File: config.mk
export PLATFORM = sky130hd
export DESIGN_NAME = change_dispenser
export DESIGN_NICKNAME = d
export VERILOG_FILES = /design/src/rtl/change_dispenser.sv
export SDC_FILE = /design/constraint.sdc
export NUM_CORES = 1
export LEC_CHECK = 0
export ABC_CLOCK_PERIOD_IN_PS = 4300
export BUFFER_PORTS_ARGS = -buffer_cell sky130_fd_sc_hd__buf_4
export CORE_UTILIZATION = 64
export CTS_BUF_LIST = sky130_fd_sc_hd__clkbuf_8
export DETAILED_ROUTE_END_ITERATION = 12
export PLACE_DENSITY = 0.89
export SYNTH_ARGS = -nofsm -noshare
export SYNTH_HDL_FRONTEND = slang
export SYNTH_SLANG_ARGS = --single-unit
File: constraint.sdc
create_clock -name clk -period 4.3 [get_ports clk]
set_input_delay 1.075 -clock clk [delete_from_list [all_inputs] [get_ports clk]]
set_output_delay 1.075 -clock clk [all_outputs]
set_load 0.05 [all_outputs]
File: src/rtl/change_dispenser.sv
// change_dispenser
// Pays out a change amount one coin at a time to the coin hopper. Coins are
// chosen greedily (quarter, dime, nickel) against the on-board stock of each
// type. When the request is finished, the block reports completion, any
// shortfall and the unpaid remainder.
//
// Handshakes: a transfer happens on a rising clk edge where valid && ready are
// both high. The sender holds valid and its payload (req_amt / coin) stable
// until that edge. The receiver may drive ready high or low at any time.
//
// Ports
//   clk, rst         clock; asynchronous active-high reset
//   req_valid/ready  change request handshake (ready only in IDLE)
//   req_amt          change amount in cents
//   coin_valid/ready coin offer to the hopper
//   coin             one-hot {dollar, half, quarter, dime, nickel}
//   done             one-cycle pulse when a request finishes
//   short            with done: request not fully paid
//   err              one-cycle pulse when a request is rejected
//   remaining        unpaid cents of the last finished request
//   refill_valid     add one coin of type refill_coin to stock
//   qty_q/d/n        current stock per coin type
//   dbg_state        FSM state (0 IDLE, 1 SELECT, 2 ISSUE, 3 FINISH)
module change_dispenser #(
  parameter int AMT_W      = 8,
  parameter int CNT_W      = 6,
  parameter int MAX_CHANGE = 95,
  parameter int INIT_Q     = 20,
  parameter int INIT_D     = 20,
  parameter int INIT_N     = 20
) (
  input  logic             clk,
  input  logic             rst,
  input  logic             req_valid,
  input  logic [AMT_W-1:0] req_amt,
  output logic             req_ready,
  output logic             coin_valid,
  output logic [4:0]       coin,
  input  logic             coin_ready,
  output logic             done,
  output logic             short,
  output logic             err,
  output logic [AMT_W-1:0] remaining,
  input  logic             refill_valid,
  input  logic [4:0]       refill_coin,
  output logic [CNT_W-1:0] qty_q,
  output logic [CNT_W-1:0] qty_d,
  output logic [CNT_W-1:0] qty_n,
  output logic [1:0]       dbg_state
);

  typedef enum logic [1:0] {
    S_IDLE   = 2'd0,
    S_SELECT = 2'd1,
    S_ISSUE  = 2'd2,
    S_FINISH = 2'd3
  } state_t;

  localparam logic [AMT_W-1:0] VAL_Q   = AMT_W'(25);
  localparam logic [AMT_W-1:0] VAL_D   = AMT_W'(10);
  localparam logic [AMT_W-1:0] VAL_N   = AMT_W'(5);
  localparam logic [AMT_W-1:0] MAX_AMT = AMT_W'(MAX_CHANGE);
  localparam logic [CNT_W-1:0] CNT_MAX = '1;

  localparam logic [4:0] COIN_Q = 5'b00100;
  localparam logic [4:0] COIN_D = 5'b00010;
  localparam logic [4:0] COIN_N = 5'b00001;

  state_t           state;
  logic [AMT_W-1:0] rem;

  logic             req_bad;
  logic             can_q, can_d, can_n;
  logic             handshake;
  logic [AMT_W-1:0] coin_val;
  logic             inc_q, inc_d, inc_n;
  logic             dec_q, dec_d, dec_n;

  assign req_ready = (state == S_IDLE);
  assign dbg_state = state;

  // Selection uses registered rem and stock, so a refill during SELECT
  // only affects selection from the next cycle onwards.
  always_comb begin
    req_bad   = (req_amt > MAX_AMT) || ((req_amt % AMT_W'(5)) != '0);
    can_q     = (rem >= VAL_Q) && (qty_q != '0);
    can_d     = (rem >= VAL_D) && (qty_d != '0);
    can_n     = (rem >= VAL_N) && (qty_n != '0);
    handshake = (state == S_ISSUE) && coin_valid && coin_ready;
    coin_val  = coin[2] ? VAL_Q : (coin[1] ? VAL_D : VAL_N);
    inc_q     = refill_valid && (refill_coin == COIN_Q);
    inc_d     = refill_valid && (refill_coin == COIN_D);
    inc_n     = refill_valid && (refill_coin == COIN_N);
    dec_q     = handshake && coin[2];
    dec_d     = handshake && coin[1];
    dec_n     = handshake && coin[0];
  end

  // A type is decremented only after it was selected with nonzero stock, and
  // stock only drops through that path, so the decrement cannot wrap.
  function automatic logic [CNT_W-1:0] next_qty(input logic [CNT_W-1:0] cur,
                                                input logic inc,
                                                input logic dec);
    if (inc && !dec)
      next_qty = (cur == CNT_MAX) ? cur : cur + CNT_W'(1);
    else if (dec && !inc)
      next_qty = cur - CNT_W'(1);
    else
      next_qty = cur;
  endfunction

  always_ff @(posedge clk or posedge rst) begin
    if (rst) begin
      qty_q <= CNT_W'(INIT_Q);
      qty_d <= CNT_W'(INIT_D);
      qty_n <= CNT_W'(INIT_N);
    end else begin
      qty_q <= next_qty(qty_q, inc_q, dec_q);
      qty_d <= next_qty(qty_d, inc_d, dec_d);
      qty_n <= next_qty(qty_n, inc_n, dec_n);
    end
  end

  always_ff @(posedge clk or posedge rst) begin
    if (rst) begin
      state      <= S_IDLE;
      rem        <= '0;
      coin_valid <= 1'b0;
      coin       <= '0;
      done       <= 1'b0;
      short      <= 1'b0;
      err        <= 1'b0;
      remaining  <= '0;
    end else begin
      done <= 1'b0;
      err  <= 1'b0;
      case (state)
        S_IDLE: begin
          if (req_valid) begin
            if (req_bad) begin
              err <= 1'b1;
            end else begin
              rem   <= req_amt;
              state <= S_SELECT;
            end
          end
        end
        S_SELECT: begin
          if (can_q || can_d || can_n) begin
            coin       <= can_q ? COIN_Q : (can_d ? COIN_D : COIN_N);
            coin_valid <= 1'b1;
            state      <= S_ISSUE;
          end else begin
            // Either fully paid (rem==0) or no usable coin left.
            done      <= 1'b1;
            short     <= (rem != '0);
            remaining <= rem;
            state     <= S_FINISH;
          end
        end
        S_ISSUE: begin
          if (handshake) begin
            rem        <= rem - coin_val;
            coin_valid <= 1'b0;
            coin       <= '0;
            state      <= S_SELECT;
          end
        end
        S_FINISH: begin
          state <= S_IDLE;
        end
        default: state <= S_IDLE;
      endcase
    end
  end

endmodule

==> implementation parameters <==
Parameter                              Value

Outcome
  Run status ... completed

Synthesis
  Cell accounting for the most synthesized area ... dfrtp_1
  Top_reg_cell synth ... dfrtp_1
  Yosys synthesis warning count ... 0
  Post-Synthesis Mean Instance Area ... 8.980 µm²
  Multiplexer area fraction after synthesis ... 4.971%
  Top area cells in the synthesized netlist ... dfrtp_1 27%, ha_1 6.9%, nand2_1 5.1%, dfstp_2 4.6%, xnor2_1 4.6%
  Synthesized-area fraction occupied by ao, oa, aoi and oai cells ... 19.74%
  Xor/xnor share of the synthesized area ... 6.096%
  Adder-cell share of the synthesized area ... 9.216%
  Commonest cells in the synthesized netlist ... 47 x nand2_1, 37 x dfrtp_1, 29 x nor2_1, 23 x a21oi_1, 19 x ha_1
  Simple-gate portion of the synthesized area ... 23.77%
  Top cell type's share of synthesized area ... 26.85%
  Number of instances in the synthesized netlist ... 384
  Post-Syn Area ... 3448 µm²
  Count leader, synth ... nand2_1
  Number of distinct library cells after synthesis ... 78
  Synth async-reset ratio ... 100.0%
  Flops & latches, synth ... 43
  Main combinational cell family by area after synthesis ... simple AND/OR/NAND/NOR gates
  Proportion of synthesized chip area in sequential cells ... 31.42%
  Number of enable-type register cells in the synthesized netlist ... 0

Placed design
  Buffers on Ports ... 53
  Dpl hpwl ... 5876 µm
  Post-Place Cell Area ... 3870 µm²
  Last weighted congestion value of the routability-driven placer ... 0.8776
  Worst slack at placement ... 0.3297 ns

Clocking
  Number of cells upsized or downsized after cts ... 0
  CTS Buffer Depth ... 2
  Clock tree from TritonCTS ... built
  CTS buffer count ... 5
  Clock edge transition at the registers on the reported setup and hold paths ... 0.09 ns
  Number of hold buffers added after cts ... 0
  Insertion delay of the later-clocked pin in the worst-skew pair ... 0.29 ns
  Level count of the clock H-tree ... 2
  CTS Root Cell ... clkbuf_8
  Setup repair bufs after CTS ... 0
  Count of clock tree sinks ... 43

Global routing
  Grt total ovfl ... 0
  Global-route wire length before repair ... 12700 µm
  GRT Resource Usage Total ... 29.11%
  Maximum number of pins on one net before global-route repair ... 31
  Number of global-route vias before repair ... 2793
  Antenna violations before repair ... 0

Timing
  Setup slack after layout ... 0.6181 ns
  Post-layout min period ... 3.682 ns
  Worst slew pin tran ... 1.129 ns
  Total negative slack for setup checks ... 0 ns
  Final setup viols ... 0
  Slew margin rel. ... 24.65%
  Clock Skews ... 0.01021 ns
  Hold violation count in the final report ... 0
  Maximum clock frequency ... 0.2716 GHz
  Setup repair after global routing missed its margin ... no
  Final clock period utilization by the worst path ... 85.63%
  Final slew viol count ... 0

Floorplan
  Starting Density ... 67.09%
  Vert. Die Dim ... 75.40 µm
  Row cnt ... 26
  Area enclosed by the die boundary ... 5685 µm²
  Number of I/O pins ... 56
  DIE WIDTH ... 75.40 µm
  Core outline area ... 5140 µm²

Flow run
  MaxCap Viol Count ... 0

Setup path
  Reg2Reg Depth ... 13
  Levels on crit path ... 11
  Cell-by-cell trace of the critical path ... buf_4 -> nor3_1 -> a32oi_1 -> o211ai_2 -> nor2_1 -> ha_1 -> or4_4 -> a211oi_4 -> nand4_4 -> nand2_4 -> mux2_1
  Beginning of the critical path ... req_amt[3]
  Capture point of the critical path ... rem[0]
  Highest net fanout along the worst path ... 25
  Required time of the worst setup path ... 4.47 ns
  Crit path buffers/inverters ... 1
  Critical Path Source Type ... input pin
  Kind of capture point of the worst setup path ... register
  Flop2flop setup slack ... 1.49 ns
  Reg-to-reg critical path startpoint ... dbg_state[0]
  Master of the slowest instance on the critical path ... or4_4
  Critical path's top delay family ... simple AND/OR/NAND/NOR gates
  Capture instance of the worst register-to-register path ... qty_q[5]
  Crit path arrival time ... 3.85 ns
  Worst Path Class, Setup ... in -> reg
  Crit path largest cell delay ... 0.56 ns

Power and ir drop
  Net switching share of the total power ... 51.42%
  Total power density per cell area ... 736.5 nW/µm²
  Power share of the sequential group ... 28.6%
  Max rail drop VDD ... 662.1 µV
  Comb power frac ... 62.4%
  Pint ... 1.417 mW
  Proportion of power drawn by the clock network ... 8.9%
  Leakage dissipation ... 1.812 nW
  Net switching power figure ... 1.500 mW

Cells and area
  Layout cells sized above 1 ... 22.76%
  Post-route cell area ... 3961 µm²
  Net count reported at finish ... 475
  Core utilization of the finished layout ... 77.07%
  Layout-stage area growth over the synthesis result ... 14.88%
  Ant. Diodes ... 0
  Fill count ... 385

Detailed routing
  Total routed wirelength ... 7780 µm
  Vias ... 3087
  # DRC ... 0
  Starting DRC count in detailed routing ... 307
  Routed wire length per instance ... 15.41 µm
  Remaining antenna violation count after routing ... 0
  First-pass DRT Iterations ... 5
  Via-per-instance ratio ... 6.113

Worst hold path
  Worst min-delay path class ... reg -> reg
[worst min-delay path by stage]
stage,from,depth (start not counted),to
after floorplan,rem[7],2,remaining[7]
after global placement,remaining[3],2,remaining[3]
after detailed placement,remaining[6],2,remaining[6]
after CTS,remaining[6],2,remaining[6]
after global routing,remaining[6],2,remaining[6]
final,remaining[6],2,remaining[6]
[sequential cells by signal (all words and copies together), names as in the netlist, 2 cells and up]
| signal | cells |
|---|---|
| rem | 8 |
| coin | 3 |
| dbg_state | 2 |
| qty_q | 6 |
| qty_n | 6 |
| remaining | 8 |
| qty_d | 6 |
[final cells by class]
class	instances	area, µm²	area share (%)
Multi-Input combinational cell	309	2207	55.72
Sequential cell	43	1084	27.35
Inverter	19	71.32	1.800
Tap cell	70	87.58	2.211
Clock inverter	2	8.758	0.2211
Timing Repair Buffer	56	420.4	10.61
Clock buffer	6	82.58	2.085
[power by group through the flow]
stage                     logic, mW  clock network, mW  registers [mW]
after floorplan               0.889                  0            1.27
after global placement         1.75                  0           0.826
after detailed placement       1.81                  0           0.835
after CTS                      1.82              0.262           0.829
after global routing           2.00              0.283           0.860
final                          1.82              0.260           0.836
[stage by stage]
step / instances / total power, mW / hold slack, ns
6_report: 505 / 2.917 / 0.4935
5_1_grt: 505 / 3.138 / 0.5218
3_5_place_dp: 497 / 2.643 / 0.4686
3_3_place_gp: 497 / 2.573 / 0.4647
2_1_floorplan: 385 / 2.161 / 0.4777
4_1_cts: 505 / 2.912 / 0.4902
[cells in the final DEF, fill, tap and decap left out, types with 7 or more instances in the layout]
cell      Yosys  final
nand2b_1      7      7
xnor2_1      18     18
inv_1        17     18
buf_4         4     56
mux2i_1       7      7
a21oi_1      23     23
o21ai_0      18     18
nand2_1      47     47
nor3_1       10     10
nand3_1       7      7
ha_1         19     19
nor2_1       29     29
dfrtp_1      37     37
a21o_1        7      7
[layer usage]
metal,vias to the layer above,GRT usage (%),routed length (µm)
li1,1495,-,-
met1,1496,38.66,3431
met2,89,50.00,3978
met3,7,4.762,317
met4,0,6.996,53
met5,-,0,0
[cell families after synthesis]
group                    count (synthesis)
AND/OR/NAND/NOR                        149
AO/OA/AOI/OAI                           95
flip-flops                              43
buffers and inverters                   33
XOR/XNOR                                24
adder cells (fa/ha/maj)                 23
multiplexers                            16
other                                    1
[worst reg2reg max path, delay by kind of cell (launching register included)]
family                   cells  cell delay [ns]
AO/OA/AOI/OAI                4             0.66
AND/OR/NAND/NOR              5             0.82
XOR/XNOR                     2             0.30
buffers and inverters        1             0.18
flip-flops                   1             0.46
adder cells (fa/ha/maj)      1             0.28
(Power assumes the default switching activity.)
